$ cat config.mk
export PLATFORM = sky130hd
export DESIGN_NAME = dt_tree_traverser_flat
export DESIGN_NICKNAME = d
export VERILOG_FILES = /design/src/rtl/dt_tree_traverser_pkg.sv /design/src/rtl/dt_tree_traverser_if.sv /design/src/rtl/dt_node_unpack.sv /design/src/rtl/dt_tree_traverser.sv /design/src/flat_wrapper.sv
export SDC_FILE = /design/constraint.sdc
export NUM_CORES = 1
export LEC_CHECK = 0
export BUFFER_PORTS_ARGS = -buffer_cell sky130_fd_sc_hd__buf_4
export CAP_MARGIN = 20
export CORE_UTILIZATION = 49
export CTS_CLUSTER_DIAMETER = 50
export DETAILED_ROUTE_END_ITERATION = 6
export GPL_TIMING_DRIVEN = 0
export HOLD_SLACK_MARGIN = 0.05
export PLACE_DENSITY = 0.77
export REMOVE_ABC_BUFFERS = 1
export SYNTH_ARGS = -nofsm -noshare
export SYNTH_HDL_FRONTEND = slang
export SYNTH_SLANG_ARGS = --single-unit
export TNS_END_PERCENT = 5
$ cat constraint.sdc
create_clock -name clk -period 2.8 [get_ports clk]
set_clock_uncertainty 0.15 [all_clocks]
set_input_delay 0.14 -clock clk [delete_from_list [all_inputs] [get_ports clk]]
set_output_delay 0.14 -clock clk [all_outputs]
set_load 0.02 [all_outputs]
$ cat src/rtl/dt_tree_traverser_pkg.sv
// Node word layout, FSM state encoding and result codes shared by the tree traverser.
// Field positions are given for the default NODE_AW=8 / CLASS_W=4 layout.
package dt_pkg;

    localparam int DEF_NODE_AW = 8;
    localparam int DEF_CLASS_W = 4;
    localparam int FID_W       = 3;
    localparam int THR_W       = 32;

    localparam int CLASS_LSB = 0;
    localparam int CLASS_MSB = CLASS_LSB + DEF_CLASS_W - 1;
    localparam int RIGHT_LSB = CLASS_MSB + 1;
    localparam int RIGHT_MSB = RIGHT_LSB + DEF_NODE_AW - 1;
    localparam int LEFT_LSB  = RIGHT_MSB + 1;
    localparam int LEFT_MSB  = LEFT_LSB + DEF_NODE_AW - 1;
    localparam int THR_LSB   = LEFT_MSB + 1;
    localparam int THR_MSB   = THR_LSB + THR_W - 1;
    localparam int FID_LSB   = THR_MSB + 1;
    localparam int FID_MSB   = FID_LSB + FID_W - 1;
    localparam int LEAF_BIT  = FID_MSB + 1;

    function automatic int NODE_W(input int aw, input int cw);
        return 36 + 2 * aw + cw;
    endfunction

    typedef enum logic [2:0] {
        IDLE,
        FETCH,
        DECODE,
        WAIT_SEL,
        DONE
    } state_t;

    localparam logic [1:0] RC_OK      = 2'd0;
    localparam logic [1:0] RC_BADFID  = 2'd1;
    localparam logic [1:0] RC_DEPTH   = 2'd2;
    localparam logic [1:0] RC_TIMEOUT = 2'd3;

endpackage

$ cat src/rtl/dt_tree_traverser_if.sv
// Bundles the start/result, node-table and feature-selector signals of the traverser.
// master is the traverser side; slave is the surrounding node ROM / selector / consumer.
interface dt_tree_traverser_if
    import dt_pkg::*;
#(
    parameter int NODE_AW = 8,
    parameter int CLASS_W = 4
);
    logic                                start;
    logic                                busy;
    logic                                node_rd_en;
    logic [NODE_AW-1:0]                  node_addr;
    logic [NODE_W(NODE_AW, CLASS_W)-1:0] node_rdata;
    logic                                sel_valid;
    logic [FID_W-1:0]                    sel_feature_id;
    logic [THR_W-1:0]                    sel_data;
    logic                                sel_valid_out;
    logic                                sel_error;
    logic                                result_valid;
    logic [CLASS_W-1:0]                  result_class;
    logic                                result_error;
    logic [1:0]                          result_code;
    logic [4:0]                          result_depth;

    modport master (
        input  start, node_rdata, sel_data, sel_valid_out, sel_error,
        output busy, node_rd_en, node_addr, sel_valid, sel_feature_id,
               result_valid, result_class, result_error, result_code, result_depth
    );

    modport slave (
        output start, node_rdata, sel_data, sel_valid_out, sel_error,
        input  busy, node_rd_en, node_addr, sel_valid, sel_feature_id,
               result_valid, result_class, result_error, result_code, result_depth
    );
endinterface

$ cat src/rtl/dt_node_unpack.sv
// Splits a node table word into its named fields; purely combinational, no state.
// Offsets shift with NODE_AW / CLASS_W relative to the default layout.
module dt_node_unpack
    import dt_pkg::*;
#(
    parameter int NODE_AW = 8,
    parameter int CLASS_W = 4
) (
    input  logic [NODE_W(NODE_AW, CLASS_W)-1:0] node,
    output logic                                is_leaf,
    output logic [FID_W-1:0]                    fid,
    output logic [THR_W-1:0]                    thr,
    output logic [NODE_AW-1:0]                  left,
    output logic [NODE_AW-1:0]                  right,
    output logic [CLASS_W-1:0]                  cls
);
    localparam int CD = CLASS_W - DEF_CLASS_W;
    localparam int AD = NODE_AW - DEF_NODE_AW;

    assign cls     = node[CLASS_MSB + CD : CLASS_LSB];
    assign right   = node[RIGHT_MSB + CD + AD : RIGHT_LSB + CD];
    assign left    = node[LEFT_MSB + CD + 2*AD : LEFT_LSB + CD + AD];
    assign thr     = node[THR_MSB + CD + 2*AD : THR_LSB + CD + 2*AD];
    assign fid     = node[FID_MSB + CD + 2*AD : FID_LSB + CD + 2*AD];
    assign is_leaf = node[LEAF_BIT + CD + 2*AD];
endmodule

$ cat src/rtl/dt_tree_traverser.sv
// Walks the node table root-to-leaf, one feature compare per internal node.
// Latency 3 cycles per internal node + 3; no backpressure, start is ignored while busy.
module dt_tree_traverser
    import dt_pkg::*;
#(
    parameter int NODE_AW     = 8,
    parameter int CLASS_W     = 4,
    parameter int MAX_DEPTH   = 16,
    parameter int SEL_TIMEOUT = 4
) (
    input  logic               clk,
    input  logic               rst_n,
    dt_tree_traverser_if.master bus
);
    localparam int TMO_W = $clog2(SEL_TIMEOUT + 1);

    state_t             state;
    logic [4:0]         depth;
    logic [TMO_W-1:0]   tmo;
    logic [THR_W-1:0]   thr_q;
    logic [NODE_AW-1:0] left_q;
    logic [NODE_AW-1:0] right_q;

    logic               f_leaf;
    logic [FID_W-1:0]   f_fid;
    logic [THR_W-1:0]   f_thr;
    logic [NODE_AW-1:0] f_left;
    logic [NODE_AW-1:0] f_right;
    logic [CLASS_W-1:0] f_class;

    logic               fin;
    logic [1:0]         fin_code;

    dt_node_unpack #(
        .NODE_AW (NODE_AW),
        .CLASS_W (CLASS_W)
    ) u_unpack (
        .node    (bus.node_rdata),
        .is_leaf (f_leaf),
        .fid     (f_fid),
        .thr     (f_thr),
        .left    (f_left),
        .right   (f_right),
        .cls     (f_class)
    );

    // Every way of ending an inference funnels through fin so DONE bookkeeping lives in one place.
    always_comb begin
        fin      = 1'b0;
        fin_code = RC_OK;
        case (state)
            DECODE: begin
                if (f_leaf) begin
                    fin = 1'b1;
                end else if (depth == 5'(MAX_DEPTH)) begin
                    fin      = 1'b1;
                    fin_code = RC_DEPTH;
                end
            end
            WAIT_SEL: begin
                if (bus.sel_valid_out) begin
                    if (bus.sel_error) begin
                        fin      = 1'b1;
                        fin_code = RC_BADFID;
                    end
                end else if (tmo == TMO_W'(SEL_TIMEOUT - 1)) begin
                    fin      = 1'b1;
                    fin_code = RC_TIMEOUT;
                end
            end
            default: ;
        endcase
    end

    always_ff @(posedge clk or negedge rst_n) begin
        if (!rst_n) begin
            state              <= IDLE;
            depth              <= '0;
            tmo                <= '0;
            thr_q              <= '0;
            left_q             <= '0;
            right_q            <= '0;
            bus.busy           <= 1'b0;
            bus.node_rd_en     <= 1'b0;
            bus.node_addr      <= '0;
            bus.sel_valid      <= 1'b0;
            bus.sel_feature_id <= '0;
            bus.result_valid   <= 1'b0;
            bus.result_class   <= '0;
            bus.result_error   <= 1'b0;
            bus.result_code    <= RC_OK;
            bus.result_depth   <= '0;
        end else begin
            bus.node_rd_en   <= 1'b0;
            bus.sel_valid    <= 1'b0;
            bus.result_valid <= 1'b0;
            case (state)
                IDLE: begin
                    if (bus.start) begin
                        state          <= FETCH;
                        depth          <= '0;
                        bus.node_addr  <= '0;
                        bus.node_rd_en <= 1'b1;
                        bus.busy       <= 1'b1;
                    end
                end
                FETCH: state <= DECODE;
                DECODE: begin
                    thr_q   <= f_thr;
                    left_q  <= f_left;
                    right_q <= f_right;
                    if (!fin) begin
                        bus.sel_valid      <= 1'b1;
                        bus.sel_feature_id <= f_fid;
                        tmo                <= '0;
                        state              <= WAIT_SEL;
                    end
                end
                WAIT_SEL: begin
                    if (bus.sel_valid_out) begin
                        if (!bus.sel_error) begin
                            bus.node_addr  <= ($signed(bus.sel_data) <= $signed(thr_q)) ? left_q : right_q;
                            bus.node_rd_en <= 1'b1;
                            depth          <= depth + 5'd1;
                            state          <= FETCH;
                        end
                    end else begin
                        tmo <= tmo + 1'b1;
                    end
                end
                DONE: begin
                    state    <= IDLE;
                    bus.busy <= 1'b0;
                end
                default: state <= IDLE;
            endcase
            if (fin) begin
                state            <= DONE;
                bus.result_valid <= 1'b1;
                bus.result_error <= (fin_code != RC_OK);
                bus.result_code  <= fin_code;
                bus.result_class <= (fin_code == RC_OK) ? f_class : '0;
                bus.result_depth <= depth;
            end
        end
    end
endmodule

$ cat src/flat_wrapper.sv
// flat-port wrapper written by rule: the top's interface ports become plain ports
module dt_tree_traverser_flat import dt_pkg::*;
#(
    parameter int NODE_AW     = 8,
    parameter int CLASS_W     = 4,
    parameter int MAX_DEPTH   = 16,
    parameter int SEL_TIMEOUT = 4
)
  (clk, rst_n, bus_start, bus_node_rdata, bus_sel_data, bus_sel_valid_out, bus_sel_error, bus_busy, bus_node_rd_en, bus_node_addr, bus_sel_valid, bus_sel_feature_id, bus_result_valid, bus_result_class, bus_result_error, bus_result_code, bus_result_depth);
  dt_tree_traverser_if #(.NODE_AW(NODE_AW), .CLASS_W(CLASS_W)) bus_i ();
  input  logic clk;
  input  logic rst_n;
  input wire logic [$bits(bus_i.start)-1:0] bus_start;
  input wire logic [$bits(bus_i.node_rdata)-1:0] bus_node_rdata;
  input wire logic [$bits(bus_i.sel_data)-1:0] bus_sel_data;
  input wire logic [$bits(bus_i.sel_valid_out)-1:0] bus_sel_valid_out;
  input wire logic [$bits(bus_i.sel_error)-1:0] bus_sel_error;
  output wire logic [$bits(bus_i.busy)-1:0] bus_busy;
  output wire logic [$bits(bus_i.node_rd_en)-1:0] bus_node_rd_en;
  output wire logic [$bits(bus_i.node_addr)-1:0] bus_node_addr;
  output wire logic [$bits(bus_i.sel_valid)-1:0] bus_sel_valid;
  output wire logic [$bits(bus_i.sel_feature_id)-1:0] bus_sel_feature_id;
  output wire logic [$bits(bus_i.result_valid)-1:0] bus_result_valid;
  output wire logic [$bits(bus_i.result_class)-1:0] bus_result_class;
  output wire logic [$bits(bus_i.result_error)-1:0] bus_result_error;
  output wire logic [$bits(bus_i.result_code)-1:0] bus_result_code;
  output wire logic [$bits(bus_i.result_depth)-1:0] bus_result_depth;
  assign bus_i.start = bus_start;
  assign bus_i.node_rdata = bus_node_rdata;
  assign bus_i.sel_data = bus_sel_data;
  assign bus_i.sel_valid_out = bus_sel_valid_out;
  assign bus_i.sel_error = bus_sel_error;
  assign bus_busy = bus_i.busy;
  assign bus_node_rd_en = bus_i.node_rd_en;
  assign bus_node_addr = bus_i.node_addr;
  assign bus_sel_valid = bus_i.sel_valid;
  assign bus_sel_feature_id = bus_i.sel_feature_id;
  assign bus_result_valid = bus_i.result_valid;
  assign bus_result_class = bus_i.result_class;
  assign bus_result_error = bus_i.result_error;
  assign bus_result_code = bus_i.result_code;
  assign bus_result_depth = bus_i.result_depth;
  dt_tree_traverser #(.NODE_AW(NODE_AW), .CLASS_W(CLASS_W), .MAX_DEPTH(MAX_DEPTH), .SEL_TIMEOUT(SEL_TIMEOUT)) u_core (.clk(clk), .rst_n(rst_n), .bus(bus_i));
endmodule
# After elaboration in Yosys (flattened, before gate mapping)
# Cells that the tools add are included.
[totals] register_bits=86 latchBits=0 mem_bits_rw=0 romBits=0 wordCells=84 memories=0
[classes] n_addsub=2 multipliers=0 div_mod_pow=0 magnitude_cmp=1 n_eq_ne=14 shift=0 muxes=39 n_bitwise=1 n_reduce_logical=11
[ops] cell="less-or-equal comparator 32 bit" n=1
[ops] cell="two-way mux 8 bit" n=4
[ops] cell="two-way mux 3 bit" n=6
[ops] cell="case mux 8 bit (2 select lines)" n=1
[ops] cell="two-way mux 5 bit" n=3
[ops] cell="two-way mux 1 bit" n=13
[ops] cell="case mux 3 bit (4 select lines)" n=1
[ops] cell="!= test 2 bit (second input constant)" n=5
[ops] cell="case mux 5 bit (2 select lines)" n=1
[ops] cell="equality test 3 x 2 -> 1 bit (second input constant)" n=3
[ops] cell="!= test 3 x 2 -> 1 bit (second input constant)" n=3
[ops] cell="two-way mux 2 bit" n=4
[ops] cell="nonzero test 2 bit" n=4
[ops] cell="case mux 1 bit (2 select lines)" n=3
[ops] cell="case mux 3 bit (2 select lines)" n=1
[ops] cell="AND reduction 3 bit" n=2
[ops] cell="adder 5 x 1 -> 5 bit (second input constant)" n=1
[ops] cell="equality test 5 bit (second input constant)" n=1
[ops] cell="two-way mux 4 bit" n=1
[ops] cell="case mux 2 bit (2 select lines)" n=1
[ops] cell="AND reduction 2 bit" n=2
[ops] cell="AND reduction 4 bit" n=1
[ops] cell="adder 3 x 1 -> 3 bit (second input constant)" n=1
[ops] cell="equality test 3 x 1 -> 1 bit (second input constant)" n=1
[ops] cell="other kinds (4)" n=4

# Depth between registers and ports, before layout
[depth] depth_word=6 depth_mapped=10 mapped_depth_nobuf=9

# Hierarchy
# Synthesis repeated with hierarchy kept, for this count alone.
[hier_totals] hier_cells=467 area_unflattened_um2=4645.7
[modules_own_cells] mod="dt_tree_traverser" instances=1 cells_per_inst=411 area_per_inst_um2=4225.3 seq_area_each_um2=2152.1
[modules_own_cells] mod="dt_node_unpack" instances=1 cells_per_inst=56 area_per_inst_um2=420.4 seq_area_each_um2=0.0

# Worst setup path after synthesis
# Ideal clock, no wire load.
[synth_timing] kind="register to register" startpoint="reg u_core.thr_q[31]" endpoint="reg u_core.bus.node_addr[6]" arrival_time_ps=2283 required_time_ps=2581 slack_ps=297 stages_incl_launch_ff=10 n_path_buf=1 cell_sequence="dfrtp_1 -> inv_1 -> ha_1 -> nand4_1 -> or4_1 -> or3_1 -> o211a_2 -> buf_6 -> or3_1 -> nand3_1"
[synth_via] elab_chain_cells=5
[synth_lines] element="start, declared" line_no="dt_tree_traverser.sv:20" rtl="logic [THR_W-1:0] thr_q;"
[synth_lines] element="start signal, assigned" line_no="dt_tree_traverser.sv:109" rtl="thr_q <= f_thr;"
[synth_lines] element="less-or-equal comparator 32 bit" line_no="dt_tree_traverser.sv:122" rtl="bus.node_addr <= ($signed(bus.sel_data) <= $signed(thr_q)) ? left_q : right_q;"
[synth_lines] element="two-way mux 8 bit" line_no="dt_tree_traverser.sv:122"
[synth_lines] element="two-way mux 8 bit" line_no="dt_tree_traverser.sv:121" rtl="if (!bus.sel_error) begin"
[synth_lines] element="two-way mux 8 bit" line_no="dt_tree_traverser.sv:120" rtl="if (bus.sel_valid_out) begin"
[synth_lines] element="case mux 8 bit (2 select lines)" line_no="dt_tree_traverser.sv:97" rtl="case (state)"
[synth_lines] element="end signal, assigned" line_no="dt_tree_traverser.sv:122"
[synth_lines] element="end, declared" line_no="dt_tree_traverser_if.sv:27" rtl="output busy, node_rd_en, node_addr, sel_valid, sel_feature_id,"
# Every way passes these cells. The select of a mux whose other input is x is not followed.
# A chain may end at the register's enable or synchronous reset.

# Worst setup path in the final report
[layout_timing] startpoint="reg u_core.thr_q[14]" endpoint="reg u_core.bus.node_addr[4]"
# Same word-level chain as after synthesis.

==> metrics.md <==
| Metric | Value |
|---|---|
| Clock Latency Late Sink | 0.35 ns |
| Crit Path Class | flip-flop to flip-flop |
| Max IR drop VDD | 0.000391 V |
| Post-synth EDFFs | 0 |
| Critical path fanouts, max | 16 |
| DIE AREA | 8950 um2 |
| Clock root cell | clkbuf_8 |
| FF+latch count, synth | 86 |
| Vias in the first global route | 3849 |
| Worst-Margin Slew | 0.578 ns |
| PD cells | 910 nW/um2 |
| DR DRC count | 0 |
| Register area share after synthesis | 0.512 |
| TritonCTS Buffers | 9 |
| Status | finished clean |
| Inst Count DP | 632 |
| Slew Viols, Final | 0 |
| Starting Density | 0.509 |
| Nets@finish | 731 |
| # setup viols final | 0 |
| Die W | 94.6 um |
| Worst min path class | input pin to flip-flop |
| # clock sinks | 86 |
| Pin count of the biggest net entering global routing | 87 |
| RSZ-0062 raised after global routing | yes |
| Avg Cell Area, Syn | between 10 and 15 um2 |
| Post-route insts no fill | around 710 |
| Row count | 33 |
| Htree depth | 3 |
| Dominant cell type by area after synthesis | dfrtp_1 |
| Initial DRC count | 156 |
| Syn Inst Count | 420 |
| Initial antenna violation count | 0 |
| DR vias | 3707 |
| Routed WL | 10500 um |
| WHS | about 0.054 ns |
| Via density | 5.21 |
| Top-area cell type share of the netlist area | 0.512 |
| First-pass iteration count of the detailed router | 4 |
| Setup crit end kind | flip-flop |
| Final critical-path share of the clock period | 0.967 |
| CTS tree | done |
| Crit path launch type | flip-flop |
| FMAX | 0.369 GHz |
| Post-route ant nets | 0 |
| Routed len/inst | 14.8 um |
| Primary FF master, synth | dfrtp_1 |
| Final hold violation count | 0 |
| CTS clk-pin slew, worst paths | 0.09 ns |
| Pwr Total | 5.62 mW |
| Req. time, crit path | between 2 and 3 ns |
| Diodes inserted | 0 |
| Post-Syn Area | 4200 um2 |
| Yosys Warn Count | 0 |
| Area grow syn2layout | 46.9% |
| Share of layout cells above drive strength 1 | 0.290 |
| Clock Path Buffers | 2 |
| Fraction of registers with async set/reset | 1.00 |
| Placeable Area | 8260 um2 |
| Min Tclk post-route | 2.71 ns |
| Fillers | 573 |
| Arrival time at the worst endpoint | 2.84 ns |
| Grt total ovfl | 0 |
| First-pass GRT wire length | 17000 um |
| Placer Congestion | 0.768 |
| IO Count | 120 |
| Top cells by area, synth | dfrtp_1 51%, ha_1 11%, nand2_1 6.7%, mux2_2 5.4%, o21ai_0 4.9% |
| GRT Util Overall | 0.248 |
| Max Cap Viol | 0 |
| DP Wirelength | around 7000 um |
| Die Ht | 94.6 um |
| IO Port Bufs | between 100 and 150 |
| Slew margin rel. | 0.613 |
| Leak | around 3.0 nW |
| Netlist cell types | 40 |
==> worst paths after layout <==
path | start | end | slack (ns) | cells past startpoint
worst max-delay path | u_core.thr_q[14] | u_core.bus.node_addr[4] | 0.09 | 8
worst min-delay path | bus_node_rdata[55] | u_core.bus.result_code[0] | 0.05 | 4
min in group asynchronous | rst_n | u_core.bus.result_class[0] | 0.58 | 3
worst min register to register | u_core.bus.result_depth[2] | u_core.bus.result_depth[2] | 0.33 | 2
max in group asynchronous | rst_n | u_core.bus.node_addr[0] | 1.32 | 4
worst max register to register | u_core.thr_q[14] | u_core.bus.node_addr[4] | 0.09 | 8
==> placed cells by master, fill, tap and decap left out, types with 2 or more instances in the layout <==
| cell type | netlist | final |
|---|---|---|
| dlygate4sd3_1 | 0 | 60 |
| clkbuf_8 | 0 | 10 |
| or3_2 | 3 | 3 |
| or3_1 | 7 | 7 |
| mux2_2 | 20 | 20 |
| nor2_1 | 13 | 13 |
| a21o_1 | 3 | 3 |
| nor4_1 | 2 | 2 |
| a21oi_1 | 15 | 14 |
| nand2_1 | 75 | 75 |
| buf_8 | 0 | 3 |
| nand3_1 | 11 | 11 |
| a221o_1 | 2 | 2 |
| nor3_1 | 3 | 2 |
| dfrtp_1 | 86 | 86 |
| a22o_1 | 4 | 4 |
| o211ai_1 | 10 | 10 |
| o21ai_0 | 41 | 41 |
| inv_1 | 41 | 41 |
| ha_1 | 36 | 35 |
| buf_4 | 0 | 122 |
| nand4_1 | 10 | 10 |
| xor2_1 | 3 | 3 |
| bufinv_16 | 0 | 3 |
==> Yosys cell counts, types with 2 or more instances <==
library cell	count
a21o_1	3
nor3b_1	2
a21oi_1	15
a22o_1	4
or3_1	7
nor3_1	3
nand3_1	11
nand4_1	10
nor4_1	2
nand2_1	75
and2_1	2
o211ai_1	10
or3_2	3
dfrtp_1	86
clkbuf_1	13
ha_1	36
o21ai_0	41
xor2_1	3
nor2_1	13
a221o_1	2
mux2_2	20
inv_1	41
==> area by class of cell <==
type	count	area, um2	area share
inverter	42	158	0.0255
clock inverter	6	118	0.0190
multi-input combinational	276	1880	0.304
clock buffer	10	138	0.0223
timing repair buffer	187	1600	0.259
tap	105	131	0.0213
sequential	86	2150	0.348
==> critical path, cell delays in order (launching register included) <==
cell and delay [ns]:
dfrtp_1 0.34, inv_1 0.05, ha_1 0.33, nand4_1 0.18
or3_1 0.43, or3_1 0.40, o211a_4 0.21, or3_2 0.46
nand3_1 0.09
==> flip-flops by register name, summed over array words and instances, names as in the netlist <==
name and flops:
u_core.thr_q 32, u_core.bus.node_addr 8, u_core.left_q 8, u_core.right_q 8
u_core.bus.result_depth 5, u_core.depth 5, u_core.bus.result_class 4, u_core.bus.sel_feature_id 3
u_core.state 3, u_core.tmo 3, u_core.bus.result_code 2, u_core.bus.busy 1
u_core.bus.node_rd_en 1, u_core.bus.result_error 1, u_core.bus.result_valid 1, u_core.bus.sel_valid 1
==> layer usage <==
metal	vias up	routed length (um)	global-route usage
met5	-	0	0
met4	0	215	0.0947
met3	23	545	0.0483
met2	125	5500	0.452
met1	1756	4280	0.285
li1	1803	-	-
==> per-stage QoR <==
stage	TNS, ns	util	worst slack [ns]	cell area [um2]
global placement	-154.29	0.625	-3.15	5160
CTS	0	0.738	0.0115	6090
finish	0	0.748	0.0922	6180
detailed placement	-0.399	0.634	-0.0780	5230
floorplan	-52.83	-	-1.63	4140
global route	-0.0350	0.748	-0.0171	6180
==> cells by family after synthesis <==
group	share of synthesized area
AOI/OAI and AO/OA	0.118
muxes	0.0560
and+or+nand+nor	0.147
DFF	0.512
xor gates and xnor gates	0.00625
buffers and inverters	0.0539
adders and majority gates	0.107
==> where the power goes <==
part | switching, mW | internal, mW | leakage [nW]
sequential | 0.259 | 1.78 | 1.08
clock | 0.460 | 0.625 | 0.125
combinational | 1.36 | 1.14 | 1.81
==> repair_timing <==
| item | 4_1_cts | 5_1_grt |
|---|---|---|
| endpoints found under the hold margin | 154 | 10 |
| pin swaps | 1 | 3 |
| setup buffers | 1 | 2 |
| resized for setup | 1 | 6 |
| hold buffers | 59 | 1 |
| endpoints found under the setup margin | 13 | 13 |
No activity file was read; power rests on OpenSTA's default activity.
